### config.mk
export PLATFORM = sky130hd
export DESIGN_NAME = pipe_ctrl_unit
export DESIGN_NICKNAME = d
export VERILOG_FILES = /design/src/rtl/ctrl_pkg.sv /design/src/rtl/ctrl_decoder.sv /design/src/rtl/pipe_ctrl_unit.sv
export SDC_FILE = /design/constraint.sdc
export NUM_CORES = 1
export LEC_CHECK = 0
export CORE_UTILIZATION = 44
export DETAILED_ROUTE_END_ITERATION = 16
export PLACE_DENSITY_LB_ADDON = 0.1
export SYNTH_ARGS = -nofsm -noshare
export SYNTH_HDL_FRONTEND = slang
export SYNTH_SLANG_ARGS = --single-unit
### constraint.sdc
create_clock -name clk -period 2.7 [get_ports clk]
set_clock_uncertainty 0.15 [all_clocks]
set_input_delay 0.27 -clock clk [delete_from_list [all_inputs] [get_ports clk]]
set_output_delay 0.27 -clock clk [all_outputs]
set_load 0.01 [all_outputs]
### src/rtl/ctrl_pkg.sv
// Shared types and constants for the ID-stage pipeline controller.
package ctrl_pkg;

  localparam int unsigned OPCODE_W = 7;
  localparam int unsigned CNT_W    = 2;

  localparam logic [OPCODE_W-1:0] OP_R    = 7'b0110011;
  localparam logic [OPCODE_W-1:0] OP_I    = 7'b0010011;
  localparam logic [OPCODE_W-1:0] OP_LUI  = 7'b0110111;
  localparam logic [OPCODE_W-1:0] OP_LW   = 7'b0000011;
  localparam logic [OPCODE_W-1:0] OP_SW   = 7'b0100011;
  localparam logic [OPCODE_W-1:0] OP_BR   = 7'b1100011;
  localparam logic [OPCODE_W-1:0] OP_JAL  = 7'b1101111;
  localparam logic [OPCODE_W-1:0] OP_JALR = 7'b1100111;
  localparam logic [OPCODE_W-1:0] OP_HALT = 7'b0000000;

  typedef struct packed {
    logic       alu_src;
    logic       mem_to_reg;
    logic       jal_to_reg;
    logic       reg_write;
    logic       mem_read;
    logic       mem_write;
    logic [1:0] alu_op;
    logic       branch;
  } ctrl_bundle_t;

  typedef enum logic [1:0] {
    RUN   = 2'd0,
    STALL = 2'd1,
    FLUSH = 2'd2,
    HALT  = 2'd3
  } pipe_state_t;

  localparam ctrl_bundle_t CTRL_BUBBLE = '0;

endpackage

### src/rtl/ctrl_decoder.sv
// Combinational opcode decoder: control bundle, source-register usage, halt/illegal classification.
module ctrl_decoder
  import ctrl_pkg::*;
#(
  parameter bit HALT_EN = 1'b1
) (
  input  logic [OPCODE_W-1:0] opcode,
  output ctrl_bundle_t        bundle,
  output logic                rs1_used,
  output logic                rs2_used,
  output logic                is_halt,
  output logic                is_illegal
);

  // Opcode class lookup; anything unrecognised yields a bubble and is flagged.
  always_comb begin
    bundle     = CTRL_BUBBLE;
    rs1_used   = 1'b0;
    rs2_used   = 1'b0;
    is_halt    = 1'b0;
    is_illegal = 1'b0;
    case (opcode)
      OP_R: begin
        bundle.reg_write = 1'b1;
        bundle.alu_op    = 2'b10;
        rs1_used         = 1'b1;
        rs2_used         = 1'b1;
      end
      OP_I: begin
        bundle.alu_src   = 1'b1;
        bundle.reg_write = 1'b1;
        bundle.alu_op    = 2'b10;
        rs1_used         = 1'b1;
      end
      OP_LUI: begin
        bundle.alu_src   = 1'b1;
        bundle.reg_write = 1'b1;
        bundle.alu_op    = 2'b11;
      end
      OP_LW: begin
        bundle.alu_src    = 1'b1;
        bundle.mem_to_reg = 1'b1;
        bundle.mem_read   = 1'b1;
        bundle.reg_write  = 1'b1;
        rs1_used          = 1'b1;
      end
      OP_SW: begin
        bundle.alu_src   = 1'b1;
        bundle.mem_write = 1'b1;
        rs1_used         = 1'b1;
        rs2_used         = 1'b1;
      end
      OP_BR: begin
        bundle.branch = 1'b1;
        bundle.alu_op = 2'b01;
        rs1_used      = 1'b1;
        rs2_used      = 1'b1;
      end
      OP_JAL: begin
        bundle.jal_to_reg = 1'b1;
        bundle.reg_write  = 1'b1;
      end
      OP_JALR: begin
        bundle.jal_to_reg = 1'b1;
        bundle.reg_write  = 1'b1;
        rs1_used          = 1'b1;
      end
      OP_HALT: begin
        is_halt    = HALT_EN;
        is_illegal = ~HALT_EN;
      end
      default: is_illegal = 1'b1;
    endcase
  end

endmodule

### src/rtl/pipe_ctrl_unit.sv
// ID-stage pipeline controller: decode, ID/EX control register, stall/flush/halt sequencing.
module pipe_ctrl_unit
  import ctrl_pkg::*;
#(
  parameter int unsigned REG_ADDR_W      = 5,
  parameter int unsigned LOAD_USE_STALLS = 1,
  parameter int unsigned FLUSH_SLOTS     = 2,
  parameter bit          HALT_EN         = 1'b1
) (
  input  logic                  clk,
  input  logic                  reset,
  input  logic                  id_valid,
  input  logic [OPCODE_W-1:0]   id_opcode,
  input  logic [REG_ADDR_W-1:0] id_rs1,
  input  logic [REG_ADDR_W-1:0] id_rs2,
  input  logic [REG_ADDR_W-1:0] id_rd,
  input  logic                  ex_redirect,
  output logic                  ex_alu_src,
  output logic                  ex_mem_to_reg,
  output logic                  ex_jal_to_reg,
  output logic                  ex_reg_write,
  output logic                  ex_mem_read,
  output logic                  ex_mem_write,
  output logic                  ex_branch,
  output logic [1:0]            ex_alu_op,
  output logic [REG_ADDR_W-1:0] ex_rd,
  output logic                  pc_write_en,
  output logic                  ifid_write_en,
  output logic                  ifid_flush,
  output logic                  halted,
  output logic                  illegal
);

  localparam logic [CNT_W-1:0] STALL_LOAD = CNT_W'(LOAD_USE_STALLS - 1);
  localparam logic [CNT_W-1:0] FLUSH_LOAD = CNT_W'(FLUSH_SLOTS - 1);

  pipe_state_t           state, state_nx;
  logic [CNT_W-1:0]      cnt, cnt_nx;
  ctrl_bundle_t          ex_q, ex_nx;
  logic [REG_ADDR_W-1:0] rd_q, rd_nx;
  logic                  illegal_q, illegal_nx;

  ctrl_bundle_t dec_bundle;
  logic         rs1_used, rs2_used, is_halt, is_illegal;
  logic         hazard;

  ctrl_decoder #(.HALT_EN(HALT_EN)) u_dec (
    .opcode     (id_opcode),
    .bundle     (dec_bundle),
    .rs1_used   (rs1_used),
    .rs2_used   (rs2_used),
    .is_halt    (is_halt),
    .is_illegal (is_illegal)
  );

  // Load in EX feeding a source register actually read by the ID instruction.
  assign hazard = id_valid & ex_q.mem_read & (rd_q != '0) &
                  ((rs1_used & (rd_q == id_rs1)) | (rs2_used & (rd_q == id_rs2)));

  // State, counter, ID/EX bundle and sticky illegal flag.
  always_ff @(posedge clk) begin
    if (reset) begin
      state     <= RUN;
      cnt       <= '0;
      ex_q      <= CTRL_BUBBLE;
      rd_q      <= '0;
      illegal_q <= 1'b0;
    end else begin
      state     <= state_nx;
      cnt       <= cnt_nx;
      ex_q      <= ex_nx;
      rd_q      <= rd_nx;
      illegal_q <= illegal_nx;
    end
  end

  // Next-state, ID/EX input selection and PC/IF-ID enables; priority redirect > hazard > halt > illegal.
  always_comb begin
    state_nx      = state;
    cnt_nx        = cnt;
    ex_nx         = CTRL_BUBBLE;
    rd_nx         = '0;
    illegal_nx    = illegal_q;
    pc_write_en   = 1'b1;
    ifid_write_en = 1'b1;
    ifid_flush    = 1'b0;
    case (state)
      RUN: begin
        if (ex_redirect) begin
          state_nx   = FLUSH;
          cnt_nx     = FLUSH_LOAD;
          ifid_flush = 1'b1;
        end else if (hazard) begin
          state_nx      = STALL;
          cnt_nx        = STALL_LOAD;
          pc_write_en   = 1'b0;
          ifid_write_en = 1'b0;
        end else if (id_valid && is_halt) begin
          state_nx      = HALT;
          pc_write_en   = 1'b0;
          ifid_write_en = 1'b0;
        end else if (id_valid && is_illegal) begin
          illegal_nx = 1'b1;
        end else if (id_valid) begin
          ex_nx = dec_bundle;
          rd_nx = id_rd;
        end
      end
      STALL: begin
        if (ex_redirect) begin
          state_nx   = FLUSH;
          cnt_nx     = FLUSH_LOAD;
          ifid_flush = 1'b1;
        end else begin
          pc_write_en   = 1'b0;
          ifid_write_en = 1'b0;
          if (cnt == '0) state_nx = RUN;
          else           cnt_nx   = cnt - CNT_W'(1);
        end
      end
      FLUSH: begin
        ifid_flush = 1'b1;
        if (ex_redirect)      cnt_nx   = FLUSH_LOAD;
        else if (cnt == '0)   state_nx = RUN;
        else                  cnt_nx   = cnt - CNT_W'(1);
      end
      HALT: begin
        pc_write_en   = 1'b0;
        ifid_write_en = 1'b0;
      end
      default: state_nx = RUN;
    endcase
  end

  assign ex_alu_src    = ex_q.alu_src;
  assign ex_mem_to_reg = ex_q.mem_to_reg;
  assign ex_jal_to_reg = ex_q.jal_to_reg;
  assign ex_reg_write  = ex_q.reg_write;
  assign ex_mem_read   = ex_q.mem_read;
  assign ex_mem_write  = ex_q.mem_write;
  assign ex_branch     = ex_q.branch;
  assign ex_alu_op     = ex_q.alu_op;
  assign ex_rd         = rd_q;
  assign halted        = (state == HALT);
  assign illegal       = illegal_q;

endmodule

==> flow_metrics.py <==
metrics = {
    "status": {
        "outcome": "finished, final reports clean",
    },
    "floorplanning": {
        "die_area_um2": 2980,
        "dieWidth_um": 54.6,
        "ios": 45,
        "coreArea_um2": 2540,
        "start_util": 0.478,
        "die-height_um": 54.6,
        "row_count": 18,
    },
    "final_layout": {
        "syn_to_final_growth_pct": 42.8,
        "antenna_cells": 0,
        "final_nets": 226,
        "largest_reg_flops": 5,
        "drive_gt1_frac": 0.115,
        "nFillCells": 233,
    },
    "worst_setup_path": {
        "worstSetupStartpointType": "flip-flop",
        "crit_fanout": 7,
        "cp_common_cell": "inv_1",
        "arrival_ps": 2480,
        "slowest_delay_ps": 510,
        "cpMaxStageDelayCell": "or4_4",
        "cp_top_family": "simple AND/OR/NAND/NOR gates",
        "endpoint_kind": "flip-flop",
        "crit_buf_inv": 2,
        "r2r_cells": 8,
        "crit-reg2reg-launch": "state[1]$_SDFFE_PP0P_",
        "path_cells": "inv_1 > ha_1 > inv_1 > nor2_1 > nand2_1 > or3_1 > or4_4 > nor3_4",
        "worstSetupPathType": "flip-flop to flip-flop",
        "reg2reg_to": "ex_alu_src$_SDFF_PP0_",
        "worst_ep_required_time_ps": 2790,
        "rrSetupSlack_ps": 300,
    },
    "global_routing": {
        "grt_first_pass_wirelength_mm": 4.41,
        "track_usage": 0.205,
        "grt_max_degree": 11,
        "grt-ovfl-total": 0,
        "grt_pass1_vias": 1049,
        "antenna_found_initial": 0,
    },
    "sta": {
        "fin_crit_ps": 2400,
        "hold_violations": 0,
        "tns_ps": 0,
        "finalCritPeriodShare": 0.888,
        "rsz0062_at_grt": "no",
        "fmax_ghz": 0.417,
        "worst_pin_slew_ps": 416,
        "setup_violations": 0,
        "relSlewSlack": 0.722,
        "drv_slew": 0,
    },
    "synth": {
        "avgSynthCellArea_um2": 8.40,
        "synth_enable_flop_cells": 0,
        "yosys_warnings": 0,
        "syn-num-nets": 177,
        "synth_ff_type": "dfxtp_1",
        "netlist_area_um2": 1220,
        "ys_seq_elements": 18,
        "ys_types": 45,
        "syn_inst": 145,
        "synthArstFlopShare": 0,
        "yosysSeqAreaShare": 0.296,
    },
    "cts": {
        "clk_pin_slew_ps": 90,
        "tritoncts": "built",
        "clockRootBuffer": "clkbuf_4",
        "h-tree-depth": 1,
        "clk_latency_ps": 300,
        "cts_setup_buffers": 0,
        "clock_sinks": 18,
        "cts_made_buffers": 3,
        "clock_path_buffers": 2,
        "cts-hold-fix-buffers": 0,
    },
    "min_path": {
        "hold_class": "flip-flop to flip-flop",
        "hold_path.startpoint": "illegal$_SDFFE_PP0P_",
        "hold_depth": 2,
        "min_to": "illegal$_SDFFE_PP0P_",
    },
    "routing": {
        "wirelength_mm": 2.78,
        "final_antenna_net_count": 0,
        "first_iter_violations": 19,
        "num_vias": 1193,
        "wl_per_cell_um": 12.5,
        "first_pass_iters": 4,
        "drc": 0,
        "via_per_inst": 5.37,
    },
    "power_and_ir_drop": {
        "power_density_nw_per_um2": 535,
        "vdd_ir_drop_max_uv": 529,
        "p_leak_nw": 0.684,
        "finalPower_uw": 930,
    },
    "job": {
        "maxCapViolations": 0,
    },
    "place": {
        "port_buffers": 44,
        "hpwlAfterDp_mm": 2.28,
        "gp_congestion": 0.813,
    },
}
-- stage by stage --
stage	util	std cells	hold WS (ps)	instance area, µm²	worst slack, ps
6_report	0.683	222	339	1740	303
5_1_grt	0.683	222	364	1740	130
3_3_place_gp	0.672	219	321	1710	54.7
4_1_cts	0.681	222	346	1730	33.3
2_1_floorplan	-	145	191	1220	494
3_5_place_dp	0.672	219	326	1710	43.4
-- worst max path at each step --
stage,start,end,slack (ps),cells after the start
floorplan,ex_rd[1]$_SDFF_PP0_,pc_write_en,490,6
global placement,id_opcode[2],ifid_write_en,50,7
detailed placement,id_opcode[2],pc_write_en,40,7
CTS,id_opcode[2],pc_write_en,30,7
global route,state[1]$_SDFFE_PP0P_,ex_alu_src$_SDFF_PP0_,130,8
finish,state[1]$_SDFFE_PP0P_,ex_alu_src$_SDFF_PP0_,300,8
-- final cells by class --
cell class | count | area, µm² | area share
clock buffer | 3 | 22.5 | 0.0130
inverter | 10 | 37.5 | 0.0216
sequential | 18 | 360 | 0.207
tap | 30 | 37.5 | 0.0216
multi-input combinational | 108 | 767 | 0.441
timing repair buffer | 53 | 513 | 0.295
-- report_power, final --
part / switching [mW] / internal (mW)
combinational: 0.251 / 0.235
clock: 0.0772 / 0.0520
sequential: 0.0279 / 0.287
total: 0.356 / 0.574
-- worst register-to-register path: stages, from the launching register on --
cell and delay, ps:
dfxtp_1 390, inv_1 130, ha_1 240, inv_1 80, nor2_1 230, nand2_1 80
or3_1 370, or4_4 510, nor3_4 170
-- routing by layer --
metal	vias to the layer above	track usage	wire (µm)
li1	607	-	-
met1	555	0.253	1290
met2	29	0.345	1330
met3	2	0.0667	145
met4	0	0.0385	8
met5	-	0	0
-- cell usage in the layout (no fill, tap or decap), types with 5 or more instances in the layout --
master           netlist  routed
clkdlybuf4s50_1        0      42
dfxtp_1               18      18
nor2_1                13      13
inv_1                 10      10
nand2_1                9       9
o21ai_0               10       9
buf_4                  2       9
xor2_1                 6       6
a21oi_1                6       6
ha_1                   6       6
xnor2_1                5       5
and2_1                 5       5
-- cells in the mapped netlist (all sizes together) (2+ instances only) --
master | number | area [µm²]
o22ai | 2 | 12.5
nand4b | 2 | 17.5
ha | 6 | 75.1
o21ai | 10 | 50.1
or4 | 4 | 37.5
o211ai | 2 | 20.0
nand2 | 9 | 33.8
clkbuf | 3 | 11.3
nor4 | 5 | 52.6
buf | 6 | 41.3
nand2b | 3 | 18.8
a21o | 3 | 22.5
xor2 | 6 | 52.6
or3 | 2 | 12.5
nor3 | 5 | 41.3
nor2 | 13 | 48.8
a21oi | 6 | 30.0
xnor2 | 5 | 43.8
a22oi | 2 | 15.0
a211oi | 2 | 15.0
and2 | 5 | 31.3
inv | 10 | 37.5
dfxtp | 18 | 360
mux2i | 3 | 30.0
-- what timing repair did --
| action | 4_1_cts | 5_1_grt |
|---|---|---|
| hold endpoints to repair | 0 | 0 |
| resized for setup | 0 | 3 |
| setup endpoints to repair | 0 | 2 |
-- cell families after synthesis --
| kind of cell | synth area share |
|---|---|
| simple gates | 0.269 |
| compound gates | 0.195 |
| buf+inv | 0.0740 |
| flops | 0.296 |
| xor+xnor | 0.0791 |
| fa+ha+maj | 0.0617 |
| mux | 0.0247 |
(Power assumes the default switching activity.)
